File: config.mk
export PLATFORM = sky130hd
export DESIGN_NAME = memory_port
export DESIGN_NICKNAME = d
export VERILOG_FILES = /design/src/rtl/memory_port.sv
export SDC_FILE = /design/constraint.sdc
export NUM_CORES = 1
export LEC_CHECK = 0
export CORE_MARGIN = 2
export CORE_UTILIZATION = 42
export DETAILED_ROUTE_END_ITERATION = 8
export PLACE_DENSITY = 0.79
export SETUP_SLACK_MARGIN = 0.1
export SLEW_MARGIN = 5
export SYNTH_ARGS = -nofsm -noshare
export SYNTH_HDL_FRONTEND = slang
export SYNTH_SLANG_ARGS = --single-unit
File: constraint.sdc
create_clock -name clock -period 2 [get_ports clock]
set_input_delay 0.5 -clock clock [delete_from_list [all_inputs] [get_ports clock]]
set_output_delay 0.5 -clock clock [all_outputs]
set_load 0.02 [all_outputs]
File: src/rtl/memory_port.sv
// Bus controller between the CPU and a word-organised RAM: byte/halfword/word
// loads and stores over req/ack, read-modify-write for sub-word stores, programmable wait states.
`timescale 1ns/1ps
module memory_port #(
    parameter int WAIT_STATES = 1
) (
    input  logic        clock,
    input  logic        reset,
    input  logic        req,
    input  logic        we,
    input  logic [1:0]  size,
    input  logic [16:0] cpu_address,
    input  logic [1:0]  lane,
    input  logic [31:0] cpu_wdata,
    output logic [31:0] cpu_rdata,
    output logic        ack,
    output logic        busy,
    output logic [16:0] mem_address,
    output logic        mem_write_en,
    output logic [31:0] mem_data_out,
    input  logic [31:0] mem_data_in
);

    typedef enum logic [1:0] {IDLE, RD, WR, ACK} state_t;

    state_t      state;
    state_t      state_next;
    logic        we_q;
    logic [1:0]  size_q;
    logic [1:0]  lane_q;
    logic [15:0] wdata_q;
    logic [3:0]  count;
    logic        accept;

    // Bit 31 is big-endian bit 0, so byte lane 0 is the most significant byte.
    function automatic logic [31:0] extract(input logic [31:0] w, input logic [1:0] sz,
                                            input logic [1:0] ln);
        logic [31:0] r;
        r = w;
        if (sz == 2'b00) begin
            case (ln)
                2'd0:    r = {24'h0, w[31:24]};
                2'd1:    r = {24'h0, w[23:16]};
                2'd2:    r = {24'h0, w[15:8]};
                default: r = {24'h0, w[7:0]};
            endcase
        end else if (sz == 2'b01) begin
            r = ln[1] ? {16'h0, w[15:0]} : {16'h0, w[31:16]};
        end
        return r;
    endfunction

    function automatic logic [31:0] merge(input logic [31:0] w, input logic [15:0] d,
                                          input logic [1:0] sz, input logic [1:0] ln);
        logic [31:0] r;
        r = w;
        if (sz == 2'b00) begin
            case (ln)
                2'd0:    r[31:24] = d[7:0];
                2'd1:    r[23:16] = d[7:0];
                2'd2:    r[15:8]  = d[7:0];
                default: r[7:0]   = d[7:0];
            endcase
        end else if (sz == 2'b01) begin
            if (ln[1]) r[15:0] = d;
            else       r[31:16] = d;
        end
        return r;
    endfunction

    // A request still held at the end of ACK is taken at that same edge.
    assign accept = req && (state == IDLE || state == ACK);

    always_ff @(posedge clock) begin
        if (reset) state <= IDLE;
        else       state <= state_next;
    end

    always_comb begin
        state_next = state;
        case (state)
            IDLE, ACK: begin
                if (req) state_next = (we && size[1]) ? WR : RD;
                else     state_next = IDLE;
            end
            RD: begin
                if (count == 4'd0) state_next = we_q ? WR : ACK;
            end
            WR:      state_next = ACK;
            default: state_next = IDLE;
        endcase
    end

    always_comb begin
        ack          = (state == ACK);
        busy         = (state != IDLE);
        mem_write_en = (state == WR) && !reset;
    end

    always_ff @(posedge clock) begin
        if (reset) begin
            we_q         <= 1'b0;
            size_q       <= 2'b00;
            lane_q       <= 2'b00;
            wdata_q      <= 16'h0;
            count        <= 4'd0;
            cpu_rdata    <= 32'h0;
            mem_address  <= 17'h0;
            mem_data_out <= 32'h0;
        end else if (accept) begin
            we_q        <= we;
            size_q      <= size;
            lane_q      <= lane;
            wdata_q     <= cpu_wdata[15:0];
            mem_address <= cpu_address;
            count       <= 4'(WAIT_STATES);
            if (we && size[1]) mem_data_out <= cpu_wdata;
        end else if (state == RD) begin
            if (count != 4'd0)  count        <= count - 4'd1;
            else if (!we_q)     cpu_rdata    <= extract(mem_data_in, size_q, lane_q);
            else                mem_data_out <= merge(mem_data_in, wdata_q, size_q, lane_q);
        end
    end

endmodule

==> flow_summary_export.csv <==
group,metric,value,unit
run_status,status,"complete, but fails checks",
run_status,violations,"negative setup slack",
grt,top_usage_layer,"met2",
placed_design,io_buffers,172,
worst_setup_path,crit_type,"reg -> reg",
yosys,synth_cell_types,46,
timing,finClkSkew,0.0126,ns
cts,cts_buffers,9,
final_layout,final_layout_size_suffix_gt1_frac,0.267,
routing,vias,6129,
placed_design,placed_cell_area,7760,um^2
worst_setup_path,reg2reg_slack,-0.02,ns
timing,period_needed,2.02,ns
pwr,peakVddDrop,728,uV
yosys,syn_area,5410,um^2
grt,grt_max_degree,109,
cts,clkTransAtPathRegs,0.07,ns
pwr,power,9.66,mW
timing,hold_viol_final,0,
worst_setup_path,start_kind,"flip-flop",
grt,gr-total-overflow,0,
timing,fmax,0.495,GHz
yosys,syn_area_per_cell,8.52,um^2
yosys,synthFlopType,"dfxtp_1",
final_layout,regArea,2170,um^2
hold_path,min_delay_path_depth,2,
final_layout,area_growth,64.6,%
timing,setup_slack,-0.0216,ns
hold_path,hold_path.class,"reg -> reg",
routing,post_drt_wl_per_cell,20.3,um
routing,first_pass_iters,5,
yosys,yosysSeqAreaShare,0.400,
floorplanning,boundaryPins,173,
floorplanning,chipHeight,117,um
cts,cts_tree,"yes",
routing,drtAntennaViolNets,0,
grt,antenna_found_initial,0,
timing,rsz0062_at_grt,"true",
timing,period_share,1.01,
grt,first_global_vias,5935,
timing,setup_viol,4,
job,drv_cap,0,
grt,use_met3,0.0606,
worst_setup_path,arrival,2.30,ns
worst_setup_path,required,2.28,ns
final_layout,multi_input_area,3320,um^2
grt,grt_use_met2,0.470,
floorplanning,dieArea,13800,um^2
timing,drv_slew,0,
timing,worst_slew_margin_rel,0.312,
yosys,synthXorXnorAreaFrac,0.00486,
routing,wirelength,21200,um
floorplanning,start_util,0.429,
grt,grt_pass1_wl,30800,um
pwr,power.leakage,3.49,nW
placed_design,place_congestion,0.954,
yosys,yosys.area.top_type,"dfxtp_1",
final_layout,antenna_cells,0,
floorplanning,fp-row-count,41,
routing,drc_errors,0,
yosys,yosys-mux-area-fraction,0.0796,
yosys,synth_top_family_by_area,"compound AO/OA/AOI/OAI gates",
grt,met1_usage,0.336,
yosys,synth_compound_area_frac,0.240,
cts,cts.sinks,108,
cts,cts.path.max_buffers,2,
pwr,power.density,1080,nW/um^2
placed_design,hpwl,13800,um
yosys,synthSimpleGateAreaFrac,0.204,
floorplanning,core_area,12600,um^2
yosys,synth_fa_ha_area_frac,0.0116,
yosys,syn_inst,635,
yosys,synth_nets,729,
yosys,yosysWarningCount,0,
timing,tightest_slew,1.03,ns
cts,cts-root-buf,"clkbuf_16",
yosys,synth_edf_count,0,
final_layout,final_nets,962,
cts,clk_latency,0.36,ns
worst_setup_path,end_kind,"flip-flop",
yosys,synth_top_cell_area_share,0.400,
final_layout,fillers,946,
worst_setup_path,path_max_fanout,10,
floorplanning,fp.dieW,117,um
final_layout,design_area,8900,um^2
routing,via_per_inst,5.87,
cts,h-tree-depth,3,
yosys,ys_async_sr_fraction,0,
grt,grt.total_usage,0.281,
routing,drt_iter0_drc,486,
yosys,synth_seq_cells,108,
worst_setup_path,reg2regPathDepth,10,
yosys,synthTopCellsByArea,"dfxtp_1 (40%), nand2_1 (7.8%), a21oi_1 (6.8%)",
## cells in the final DEF (no fill, tap or decap), types with 9 or more instances in the layout
cell type          n
a211oi_1          18
o21ai_0            9
inv_1             12
clkdlybuf4s50_1  164
buf_12            10
nand2_1          113
nand3_2           13
buf_6              9
clkbuf_16         12
buf_4             82
nor3_1            10
o41ai_2           16
nor2_1            29
dfxtp_1          105
a21oi_1           61
and3_1            16
mux2i_1           16
a21oi_2           12
nand3_1           14
## per-layer routing
layer  up-vias  share of wire
li1       2774              -
met1      2948           0.38
met2       339           0.49
met3        68          0.083
met4         0          0.039
met5         -              0
## state kept, by name (all words and copies together) (netlist names)
name / count
wdata_q: 16
lane_q: 2
mem_data_out: 32
we_q: 1
count: 4
mem_address: 17
cpu_rdata: 32
size_q: 2
state: 2
## metrics by stage
step / setup TNS [ns] / setup slack (ns) / util / std cells / hold slack (ns)
2_1_floorplan: 0 / 0.102 / - / 635 / 0.444
3_3_place_gp: -9.36 / -0.171 / 0.615 / 994 / 0.439
3_5_place_dp: -11.26 / -0.227 / 0.615 / 994 / 0.445
4_1_cts: 0 / 0.0267 / 0.660 / 1028 / 0.457
5_1_grt: -0.723 / -0.0747 / 0.706 / 1045 / 0.478
6_report: -0.0516 / -0.0216 / 0.706 / 1045 / 0.455
## what timing repair did
| item | CTS | global route |
|---|---|---|
| gates resized for setup | 25 | 87 |
| hold buffers | 0 | 0 |
| gates cloned | 5 | 5 |
| pin swaps | 8 | 45 |
| setup buffers | 13 | 12 |
| setup endpoints to repair | 67 | 66 |
## critical path, cell delays in order (launching register included)
cell,delay (ns)
dfxtp_2,0.33
inv_2,0.06
ha_4,0.12
or3b_4,0.42
buf_6,0.14
nor3_4,0.16
buf_6,0.16
buf_6,0.11
buf_16,0.13
nand3_1,0.09
a21oi_1,0.21
## Yosys cell counts (all sizes together), types with 9 or more instances
| master | instances |
|---|---|
| o21ai | 9 |
| and3 | 16 |
| o41ai | 16 |
| nand2 | 113 |
| mux2i | 16 |
| buf | 26 |
| nor2 | 38 |
| nand3 | 35 |
| a21oi | 73 |
| clkbuf | 34 |
| dfxtp | 108 |
| inv | 14 |
| a211oi | 18 |
| nor3 | 19 |
## power by group
part           total [mW]  switching (mW)  internal [mW]  leakage, nW
Combinational        5.15            2.73           2.42         2.48
Clock                1.70           0.825          0.877        0.129
Sequential           2.80           0.292           2.51        0.880
## final timing paths
kind | endpoint | start
worst max-delay path | cpu_rdata[15]$_SDFFE_PP0P_ | count[0]$_SDFFE_PP0P_
worst min-delay path | mem_address[3]$_SDFFE_PP0P_ | mem_address[3]$_SDFFE_PP0P_
worst max register to register | cpu_rdata[15]$_SDFFE_PP0P_ | count[0]$_SDFFE_PP0P_
worst min register to register | mem_address[3]$_SDFFE_PP0P_ | mem_address[3]$_SDFFE_PP0P_
## layout make-up
type | count | share of cell area
clock buffer | 12 | 0.0277
clock inverter | 4 | 0.00281
inverter | 14 | 0.00590
sequential | 108 | 0.243
timing repair buffer | 282 | 0.323
multi-input combinational | 453 | 0.373
tap | 172 | 0.0242
## cell families after synthesis
logic type | count (synthesis)
xor+xnor | 3
buf+inv | 74
simple gates | 243
flops | 108
compound gates | 170
fa+ha+maj | 5
mux | 32
(Power assumes the default switching activity.)
